===== config.mk =====
export PLATFORM = sky130hd
export DESIGN_NAME = rifl_link_bringup_ctrl
export DESIGN_NICKNAME = d
export VERILOG_FILES = /design/src/rtl/rifl_link_bringup_ctrl.sv
export SDC_FILE = /design/constraint.sdc
export NUM_CORES = 1
export LEC_CHECK = 0
export ABC_AREA = 1
export CORE_ASPECT_RATIO = 0.7
export CORE_MARGIN = 1
export CORE_UTILIZATION = 53
export CTS_BUF_LIST = sky130_fd_sc_hd__clkbuf_16
export CTS_CLUSTER_DIAMETER = 200
export DETAILED_ROUTE_END_ITERATION = 10
export PLACE_DENSITY = 0.8
export SLEW_MARGIN = 20
export SYNTH_ARGS = -nofsm -noshare
export SYNTH_HDL_FRONTEND = slang
export SYNTH_SLANG_ARGS = --single-unit

===== constraint.sdc =====
create_clock -name i_clk -period 2.8 [get_ports i_clk]
set_clock_uncertainty 0.1 [all_clocks]
set_input_delay 0.28 -clock i_clk [delete_from_list [all_inputs] [get_ports i_clk]]
set_output_delay 0.28 -clock i_clk [all_outputs]
set_load 0.02 [all_outputs]

===== src/rtl/rifl_link_bringup_ctrl.sv =====
// -----------------------------------------------------------------------------
// rifl_link_bringup_ctrl
//
// Purpose:
//   This sequencer runs in the init clock domain. It brings up the RIFL GT link
//   and then keeps watching it. It drives the GT full reset and the rx datapath
//   reset. Each wait stage has its own timeout. An rx-side failure first gets a
//   bounded number of rx-only retries before the controller escalates to a full
//   reset. Link loss is detected through a glitch filter on rx_aligned.
//
// Ports:
//   i_clk              free-running init clock
//   i_rst_n            asynchronous active-low reset
//   i_enable           1 = bring the link up, 0 = hold the GT in reset
//   i_clock_active     tx & rx usrclk active (async, synchronized here)
//   i_tx_done          tx reset done & tx buffer bypass done (async)
//   i_rx_done          rx reset done & rx buffer bypass done (async)
//   i_rx_aligned       lane/frame alignment achieved (async)
//   o_gt_init_rst      GT full reset, active high
//   o_rx_datapath_rst  GT rx datapath reset, active high
//   o_link_up          link usable
//   o_state            current FSM state encoding
//   o_retry_cnt        rx retries in the current attempt
//   o_link_drop_cnt    link-loss events        (statistics build only)
//   o_full_rst_cnt     non-IDLE full resets    (statistics build only)
//
// Configuration macro:
//   RIFL_BRINGUP_STATS_EN - builds the two saturating statistics counters.
//   When the macro is undefined, both statistics ports are tied to zero.
// -----------------------------------------------------------------------------
module rifl_link_bringup_ctrl #(
  parameter int RST_CYCLES    = 16,
  parameter int TIMEOUT_WIDTH = 20,
  parameter int MAX_RX_RETRY  = 4,
  parameter int LOSS_FILTER   = 8
) (
  input  logic                              i_clk,
  input  logic                              i_rst_n,
  input  logic                              i_enable,
  input  logic                              i_clock_active,
  input  logic                              i_tx_done,
  input  logic                              i_rx_done,
  input  logic                              i_rx_aligned,
  output logic                              o_gt_init_rst,
  output logic                              o_rx_datapath_rst,
  output logic                              o_link_up,
  output logic [2:0]                        o_state,
  output logic [$clog2(MAX_RX_RETRY+1)-1:0] o_retry_cnt,
  output logic [15:0]                       o_link_drop_cnt,
  output logic [15:0]                       o_full_rst_cnt
);

  localparam int RW = $clog2(MAX_RX_RETRY + 1);
  localparam int FW = $clog2(LOSS_FILTER + 1);
  localparam int TW = TIMEOUT_WIDTH;

  localparam logic [TW-1:0] TIMER_ONE  = TW'(32'd1);
  localparam logic [TW-1:0] TIMER_MAX  = {TW{1'b1}};
  // A wait stage lasts 2^TW-1 cycles. It leaves on the edge at which the
  // timer would reach its maximum value.
  localparam logic [TW-1:0] TIMER_LAST = TIMER_MAX - TIMER_ONE;
  localparam logic [TW-1:0] HOLD_LAST  = TW'(RST_CYCLES - 32'sd1);
  localparam logic [RW-1:0] RETRY_ONE  = RW'(32'd1);
  localparam logic [RW-1:0] RETRY_MAX  = RW'(MAX_RX_RETRY);
  localparam logic [FW-1:0] LOSS_ONE   = FW'(32'd1);
  localparam logic [FW-1:0] LOSS_LAST  = FW'(LOSS_FILTER - 32'sd1);

  typedef enum logic [2:0] {
    ST_IDLE       = 3'd0,
    ST_RST_ALL    = 3'd1,
    ST_WAIT_CLK   = 3'd2,
    ST_WAIT_TX    = 3'd3,
    ST_WAIT_RX    = 3'd4,
    ST_WAIT_ALIGN = 3'd5,
    ST_RX_RST     = 3'd6,
    ST_LINK_UP    = 3'd7
  } state_t;

  state_t          r_state;
  state_t          w_next;
  logic [3:0]      r_sync1;
  logic [3:0]      r_sync2;
  logic [TW-1:0]   r_timer;
  logic [RW-1:0]   r_retry_cnt;
  logic [RW-1:0]   w_next_retry;
  logic [RW-1:0]   w_retry_inc;
  logic [FW-1:0]   r_loss_cnt;
  logic            r_gt_init_rst;
  logic            r_rx_datapath_rst;
  logic            r_link_up;
  logic            w_clock_active_s;
  logic            w_tx_done_s;
  logic            w_rx_done_s;
  logic            w_rx_aligned_s;
  logic            w_hold_done;
  logic            w_timeout;
  logic            w_base_lost;
  logic            w_align_lost;
  logic            w_timed_state;

  // Two-flop synchronizers for the four asynchronous GT status inputs.
  always_ff @(posedge i_clk or negedge i_rst_n) begin
    if (!i_rst_n) begin
      r_sync1 <= 4'b0000;
      r_sync2 <= 4'b0000;
    end else begin
      r_sync1 <= {i_rx_aligned, i_rx_done, i_tx_done, i_clock_active};
      r_sync2 <= r_sync1;
    end
  end

  assign w_clock_active_s = r_sync2[0];
  assign w_tx_done_s      = r_sync2[1];
  assign w_rx_done_s      = r_sync2[2];
  assign w_rx_aligned_s   = r_sync2[3];

  assign w_hold_done   = (r_timer == HOLD_LAST);
  assign w_timeout     = (r_timer == TIMER_LAST);
  // When the clocks or tx fall away, rx-only recovery is pointless.
  assign w_base_lost   = !(w_clock_active_s && w_tx_done_s);
  assign w_align_lost  = !w_rx_aligned_s && (r_loss_cnt == LOSS_LAST);
  assign w_retry_inc   = r_retry_cnt + RETRY_ONE;
  assign w_timed_state = (r_state == ST_RST_ALL)  || (r_state == ST_WAIT_CLK)   ||
                         (r_state == ST_WAIT_TX)  || (r_state == ST_WAIT_RX)    ||
                         (r_state == ST_WAIT_ALIGN) || (r_state == ST_RX_RST);

  // Next-state and next-retry decision. The order inside each state gives the
  // priority: enable first, then loss, then success, then timeout.
  always_comb begin
    w_next       = r_state;
    w_next_retry = r_retry_cnt;
    if (!i_enable) begin
      w_next       = ST_IDLE;
      w_next_retry = {RW{1'b0}};
    end else begin
      case (r_state)
        ST_IDLE: begin
          w_next = ST_RST_ALL;
        end
        ST_RST_ALL: begin
          if (w_hold_done) begin
            w_next       = ST_WAIT_CLK;
            w_next_retry = {RW{1'b0}};
          end else begin
            w_next = ST_RST_ALL;
          end
        end
        ST_WAIT_CLK: begin
          if (w_clock_active_s) begin
            w_next = ST_WAIT_TX;
          end else if (w_timeout) begin
            w_next = ST_RST_ALL;
          end else begin
            w_next = ST_WAIT_CLK;
          end
        end
        ST_WAIT_TX: begin
          if (w_tx_done_s) begin
            w_next = ST_WAIT_RX;
          end else if (w_timeout) begin
            w_next = ST_RST_ALL;
          end else begin
            w_next = ST_WAIT_TX;
          end
        end
        ST_WAIT_RX: begin
          if (w_base_lost) begin
            w_next = ST_RST_ALL;
          end else if (w_rx_done_s) begin
            w_next = ST_WAIT_ALIGN;
          end else if (w_timeout) begin
            w_next = ST_RX_RST;
          end else begin
            w_next = ST_WAIT_RX;
          end
        end
        ST_WAIT_ALIGN: begin
          if (w_base_lost) begin
            w_next = ST_RST_ALL;
          end else if (w_rx_aligned_s) begin
            w_next       = ST_LINK_UP;
            w_next_retry = {RW{1'b0}};
          end else if (w_timeout) begin
            w_next = ST_RX_RST;
          end else begin
            w_next = ST_WAIT_ALIGN;
          end
        end
        ST_RX_RST: begin
          if (w_hold_done) begin
            w_next_retry = w_retry_inc;
            // Running out of rx-only attempts escalates to a full GT reset.
            if (w_retry_inc == RETRY_MAX) begin
              w_next = ST_RST_ALL;
            end else begin
              w_next = ST_WAIT_RX;
            end
          end else begin
            w_next = ST_RX_RST;
          end
        end
        ST_LINK_UP: begin
          if (w_base_lost) begin
            w_next = ST_RST_ALL;
          end else if (!w_rx_done_s) begin
            w_next = ST_WAIT_RX;
          end else if (w_align_lost) begin
            w_next = ST_WAIT_ALIGN;
          end else begin
            w_next = ST_LINK_UP;
          end
        end
        default: begin
          w_next       = ST_IDLE;
          w_next_retry = {RW{1'b0}};
        end
      endcase
    end
  end

  // Main FSM register, with the outputs decoded from the next state.
  always_ff @(posedge i_clk or negedge i_rst_n) begin
    if (!i_rst_n) begin
      r_state           <= ST_IDLE;
      r_retry_cnt       <= {RW{1'b0}};
      r_gt_init_rst     <= 1'b1;
      r_rx_datapath_rst <= 1'b0;
      r_link_up         <= 1'b0;
    end else begin
      r_state           <= w_next;
      r_retry_cnt       <= w_next_retry;
      r_gt_init_rst     <= (w_next == ST_IDLE) || (w_next == ST_RST_ALL);
      r_rx_datapath_rst <= (w_next == ST_RX_RST);
      r_link_up         <= (w_next == ST_LINK_UP);
    end
  end

  // The stage timer doubles as the reset hold counter. The loss filter counts
  // consecutive cycles with rx_aligned low while the link is up.
  always_ff @(posedge i_clk or negedge i_rst_n) begin
    if (!i_rst_n) begin
      r_timer    <= {TW{1'b0}};
      r_loss_cnt <= {FW{1'b0}};
    end else begin
      if (w_next != r_state) begin
        r_timer <= {TW{1'b0}};
      end else if (w_timed_state && (r_timer != TIMER_MAX)) begin
        r_timer <= r_timer + TIMER_ONE;
      end else if (w_timed_state) begin
        r_timer <= r_timer;
      end else begin
        r_timer <= {TW{1'b0}};
      end

      if ((r_state == ST_LINK_UP) && (w_next == ST_LINK_UP) && !w_rx_aligned_s) begin
        r_loss_cnt <= r_loss_cnt + LOSS_ONE;
      end else begin
        r_loss_cnt <= {FW{1'b0}};
      end
    end
  end

`ifdef RIFL_BRINGUP_STATS_EN
  logic [15:0] r_link_drop_cnt;
  logic [15:0] r_full_rst_cnt;

  // Saturating link-drop and full-reset statistics. Only rst_n clears them.
  always_ff @(posedge i_clk or negedge i_rst_n) begin
    if (!i_rst_n) begin
      r_link_drop_cnt <= 16'h0000;
      r_full_rst_cnt  <= 16'h0000;
    end else begin
      if ((r_state == ST_LINK_UP) && (w_next != ST_LINK_UP) && i_enable &&
          (r_link_drop_cnt != 16'hFFFF)) begin
        r_link_drop_cnt <= r_link_drop_cnt + 16'h0001;
      end else begin
        r_link_drop_cnt <= r_link_drop_cnt;
      end
      // An entry from IDLE is the normal start-up and is not counted.
      if ((w_next == ST_RST_ALL) && (r_state != ST_RST_ALL) && (r_state != ST_IDLE) &&
          (r_full_rst_cnt != 16'hFFFF)) begin
        r_full_rst_cnt <= r_full_rst_cnt + 16'h0001;
      end else begin
        r_full_rst_cnt <= r_full_rst_cnt;
      end
    end
  end

  assign o_link_drop_cnt = r_link_drop_cnt;
  assign o_full_rst_cnt  = r_full_rst_cnt;
`else
  assign o_link_drop_cnt = 16'h0000;
  assign o_full_rst_cnt  = 16'h0000;
`endif

  assign o_state           = r_state;
  assign o_retry_cnt       = r_retry_cnt;
  assign o_gt_init_rst     = r_gt_init_rst;
  assign o_rx_datapath_rst = r_rx_datapath_rst;
  assign o_link_up         = r_link_up;

endmodule


==> metrics.yaml, run 1 <==
path_max_fanout: 20
rsz0062_at_grt: "false"
max-clock-path-buffers: 2
synth-seq-area-share: 0.3717
wl_microns: 5813
ys_async_sr_fraction: 1.000
yosysWarnings: 0
final_layout_size_suffix_gt1_frac: 0.1558
status: "complete, no violations"
final_cell_mix: "55 x nor2_1, 54 x nand2_1, 40 x dfrtp_1"
diodes: 0
period_share: 0.8676
grt_overflow: 0
power_density_nw_per_um2: 436.6
avgSynthCellArea_sq_um: 7.552
final_hold_viol_count: 0
pwr-share-clk: 0.435
cp.arrival_ps: 2490
io_pins: 48
fp.dieArea_sq_um: 5512
synth_edf_count: 0
synth-seq-cells: 41
dr.pass1.iters: 5
ir_drop_v: 0.0003745
worst_pin_slew_ps: 889.6
cts_setup_buffers: 0
cts_buffers: 5
total_power_w: 0.001304
hpwl_microns: 4399
syn_inst: 366
setup_violations: 0
drv_cap: 0
worstReg2RegStart: "r_timer[0]"
cts_root_buf: "clkbuf_16"
clock_sinks: 41
wl_per_cell_microns: 12.80
finalSetupTns_ps: 0
synth_top_area_frac: 0.3622
row_count: 21
worstSetupStartpoint: "r_timer[0]"
gp_routability_congestion: 0.9405
fillerInstances: 441
route.detailed.drc: 0
io_buffers: 15
start_kind: "flip-flop"
crit_path_end_kind: "flip-flop"
min_path_type: "input pin to async pin"
ctsHoldBuffers: 0
power.leakage_nw: 1.373
start_util: 0.5655
p_seq_frac: 0.469
grt_pass1_wl_microns: 9901
syn2layout_area_growth_pct: 8.058
core_area_sq_um: 4887
slew_headroom: 0.4069
synthesis.area_sq_um: 2764
path_class: "flip-flop to flip-flop"
critPathRequiredTime_ps: 2860
fp.dieW_microns: 88.31
period_minus_slack_ps: 2429
ys_top_cells_by_area: "dfrtp_1 36%, buf_4 9.0%, nor2_1 7.5%"
timing.fmax_ghz: 0.4116
grt_pass1_vias: 2081
nNetsFinal: 396
tritoncts: "yes"
cts-resized-gates: 0
drv_slew: 0
clkTransAtPathRegs_ps: 60
grt.total_usage: 0.2369
drtIter0Drc: 225
layout_commonest_cell: "nor2_1"
netSwitchingFraction: 0.2691
grt_max_degree: 42
htreeDepth: 2
yosysTopAreaCell: "dfrtp_1"
die_h_microns: 62.42
num_vias: 2368
clk_latency_ps: 290
power_switching_w: 0.0003509
via_per_inst: 5.216
synth_ff_type: "dfrtp_1"
antenna_found_initial: 0
internal_power_w: 0.0009529
synth.distinct_cells: 33
combPwrFrac: 0.096
ant_nets: 0
registers in the layout, summed over array words and instances (netlist names):
signal             cells
r_sync1                4
r_timer               20
o_retry_cnt            3
o_gt_init_rst          1
r_loss_cnt             4
o_state                3
r_sync2                4
o_link_up              1
o_rx_datapath_rst      1
final cells by class:
class	count	area, sq um	area share
inverter	41	153.9	0.05153
tap	69	86.33	0.02891
clock buffer	5	125.1	0.04189
sequential	41	1027	0.3439
timing repair buffer	16	152.6	0.05111
clock inverter	3	17.52	0.005865
multi-input combinational	279	1424	0.4768
cell usage after synthesis (3+ instances only):
library cell  number
nand4_1            8
nand2_1           54
inv_2              3
a21oi_1           13
buf_4             33
xnor2_1            3
nor2_1            55
inv_1             38
nor2_4             5
nor4_1             3
dfrtp_1           40
nand3_1           25
o21ai_0           11
nand2_2           11
nor2_2            25
xor2_1             4
a31oi_1            6
ha_1               5
nor3_1             9
kinds of logic after synthesis:
kind of cell | Yosys count | synth area share
adders and majority gates | 5 | 0.02263
xor gates and xnor gates | 7 | 0.02218
and+or+nand+nor | 201 | 0.3599
other | 1 | 0.001357
AOI/OAI and AO/OA | 34 | 0.06700
buffers and inverters | 77 | 0.1553
DFF | 41 | 0.3717
through the flow:
stage	instances	area, sq um	util	setup slack [ps]	hold WS (ps)
floorplan	397	2880	-	822.6	-115.6
global placement	446	2844	0.5819	524.9	231.4
detailed placement	446	2844	0.5819	433.7	234.7
CTS	454	2987	0.6111	421.0	49.32
global route	454	2987	0.6111	87.02	96.33
finish	454	2987	0.6111	370.7	19.41
critical path, stage by stage, from the launching register on:
cell	delay (ps)
dfrtp_1	430
ha_1	280
nand2_2	100
nor2_4	140
nand3_1	90
nor2_1	140
nand3_1	80
nand2_1	70
nand3_1	100
nand2_1	150
nand2_1	70
nand2_1	70
nor2_2	40
nand2_2	40
buf_4	320
nor2_2	50
power by group through the flow:
| stage | Clock, W | Sequential, W | Combinational [W] |
|---|---|---|---|
| finish | 0.000567 | 0.000612 | 0.000126 |
| global route | 0.000605 | 0.000612 | 0.000139 |
| detailed placement | 0 | 0.000622 | 0.000125 |
| CTS | 0.000572 | 0.000611 | 0.000125 |
| floorplan | 0 | 0.000621 | 0.000128 |
| global placement | 0 | 0.000621 | 0.000123 |
worst paths after layout:
check,slack (ps),endpoint,cells after the start
max,370,r_timer[19],15
min reg2reg,250,r_sync2[0],0
max reg2reg,370,r_timer[19],15
max in group asynchronous,2030,r_timer[10],1
min,20,r_timer[0],1
min in group i_clk,250,r_sync2[0],0
per-layer routing:
layer | share of wire | vias up | GRT usage
li1 | - | 1149 | -
met1 | 0.50 | 1078 | 0.3693
met2 | 0.40 | 134 | 0.3183
met3 | 0.089 | 7 | 0.06077
met4 | 0.012 | 0 | 0.07056
met5 | 0 | - | 0
Note: power is estimated with default switching activity, not from simulation.
==> inputs of run 2 (changes only) <==
- CTS_BUF_LIST: sky130_fd_sc_hd__clkbuf_16 -> unset
- CTS_CLUSTER_DIAMETER: 200 -> unset
==> run 2 against run 1 <==
The run now ends with negative hold slack left. Clock power down 30%. Sequential power hardly changed. Register-to-register slack about the same. Critical path depth did not move. Final cell count stayed put.
==> metrics.yaml, run 2 (synthesis gave the netlist of run 1 again) <==
final_layout_size_suffix_gt1_frac: 0.1558  # unchanged
final_hold_viol_count: 33  # +33
cts-resized-gates: 0  # unchanged
die_h_microns: 62.42  # unchanged
critPathRequiredTime_ps: 2880  # +20 ps
final_area_sq_um: 2930  # -1.9%
period_share: 0.8681  # about the same
setup_violations: 0  # unchanged
drv_slew: 0  # unchanged
route.detailed.drc: 0  # unchanged
path_cells: "ha_1 -> nand2_2 -> nor2_4 -> nand3_1 -> nor2_1 -> nand3_1 -> nand2_1 -> nand3_1 -> nand2_1 -> nand2_1 -> nand2_1 -> nor2_2 -> nand2_2 -> buf_4 -> nor2_2"
timing.fmax_ghz: 0.4114  # about the same
ant_nets: 0  # unchanged
violations: "negative hold slack"
finalSetupTns_ps: 0  # unchanged
cts_root_buf: "clkbuf_8"
clock_sinks: 41  # unchanged
placed_cell_area_sq_um: 2844  # unchanged
num_vias: 2368  # unchanged
grt.total_usage: 0.2371  # +0.0002810
start_util: 0.5655  # unchanged
crit_buf_inv: 1  # unchanged
max-clock-path-buffers: 2  # unchanged
min_path_type: "input pin to async pin"
syn2layout_area_growth_pct: 6.021
hpwl_microns: 4399  # unchanged
crit_path_end_kind: "flip-flop"
wl_microns: 5816  # about the same
start_kind: "flip-flop"
power.leakage_nw: 1.348  # -1.9%
grt_pass1_vias: 2056  # -1.2%
core_area_sq_um: 4887  # unchanged
antenna_found_initial: 0  # unchanged
power_density_nw_per_um2: 385.8  # -12%
grt_overflow: 0  # unchanged
critPathMostFrequentCell: "nand2_1"
holdWs_ps: -10.78  # -30.19 ps
diodes: 0  # unchanged
rsz0062_at_grt: "false"
path_max_fanout: 20  # unchanged
row_count: 21  # unchanged
wl_per_cell_microns: 12.81  # about the same
regMostFlops: "r_timer"
htreeDepth: 2  # unchanged
cp.arrival_ps: 2510  # +20 ps
clkTransAtPathRegs_ps: 90  # +30 ps
final_cell_mix: "55 x nor2_1, 54 x nand2_1, 40 x dfrtp_1"
worst_pin_slew_ps: 876.0  # -13.64 ps
grt_max_degree: 42  # unchanged
slew_headroom: 0.4160  # +0.009092
largest_reg_flops: 20  # unchanged
drtIter0Drc: 249  # +11%
slowest_delay_ps: 430  # about the same
tritoncts: "yes"
cpMaxStageDelayCell: "dfrtp_1"
fp.dieArea_sq_um: 5512  # unchanged
gp_routability_congestion: 0.9405  # unchanged
via_per_inst: 5.216  # unchanged
path_class: "flip-flop to flip-flop"
clk_latency_ps: 300  # about the same
grt_pass1_wl_microns: 9825  # -0.77%
dr.pass1.iters: 6  # +1
drv_cap: 0  # unchanged
period_minus_slack_ps: 2431  # +1.431 ps
status: "complete, but fails checks"
cts_setup_buffers: 0  # unchanged
layout_commonest_cell: "nor2_1"
critical_path.top_delay_family: "simple AND/OR/NAND/NOR gates"
cts_buffers: 5  # unchanged
fp.dieW_microns: 88.31  # unchanged
ctsHoldBuffers: 0  # unchanged
r2r_setup_slack_ps: 370  # about the same
io_buffers: 15  # unchanged
ir_drop_v: 0.0002789  # -26%
io_pins: 48  # unchanged
nNetsFinal: 396  # unchanged
[run 2: cell counts in the layout (fill, tap and decap cells not counted)]
No cell type changed its count.
[run 2: power by group]
| group | total [W] | internal, W | leakage, nW | switching [W] |
|---|---|---|---|---|
| registers | 0.000611 | 0.000601 | 0.548 | 0.00000994 |
| logic | 0.000125 | 0.0000244 | 0.755 | 0.000101 |
| clock network | 0.000395 | 0.000172 | 0.0439 | 0.000223 |
[run 2: path summary, 6_finish.rpt]
| kind | to | cells after the start | startpoint |
|---|---|---|---|
| setup / recovery | r_timer[19] | 15 | r_timer[0] |
| hold / removal | r_timer[0] | 1 | i_rst_n |
| setup reg to reg | r_timer[19] | 15 | r_timer[0] |
| min in group i_clk | r_sync2[0] | 0 | r_sync1[0] |
| hold reg to reg | r_sync2[0] | 0 | r_sync1[0] |
| max in group asynchronous | r_timer[10] | 1 | i_rst_n |
[run 2: metrics by stage]
| step | cells | worst slack [ps] | total power, W | utilization |
|---|---|---|---|---|
| 2_1_floorplan | 397 | 822.6 | 0.0007496 | - |
| 3_3_place_gp | 446 | 524.9 | 0.0007444 | 0.5819 |
| 3_5_place_dp | 446 | 433.7 | 0.0007471 | 0.5819 |
| 4_1_cts | 454 | 416.0 | 0.001134 | 0.5996 |
| 5_1_grt | 454 | 81.93 | 0.001185 | 0.5996 |
| 6_report | 454 | 369.2 | 0.001131 | 0.5996 |
[run 2: routing by layer]
layer | GRT usage | vias up | part of all wire
met1 | 0.3668 | 1083 | 0.49
met2 | 0.3163 | 131 | 0.41
met3 | 0.06473 | 10 | 0.093
met4 | 0.07661 | 0 | 0.014
met5 | 0 | - | 0
li1 | - | 1144 | -
[run 2: layout make-up]
class,count,area [sq um]
multi-input combinational,279,1424
sequential,41,1027
clock buffer,5,68.82
inverter,41,153.9
timing repair buffer,16,152.6
clock inverter,3,17.52
tap,69,86.33
fill,451,1957
==> inputs of run 3 (changes only) <==
- CAP_MARGIN: unset -> 25
==> results of run 3 <==
No change in the layout: final DEF, timing and power equal those of run 2.
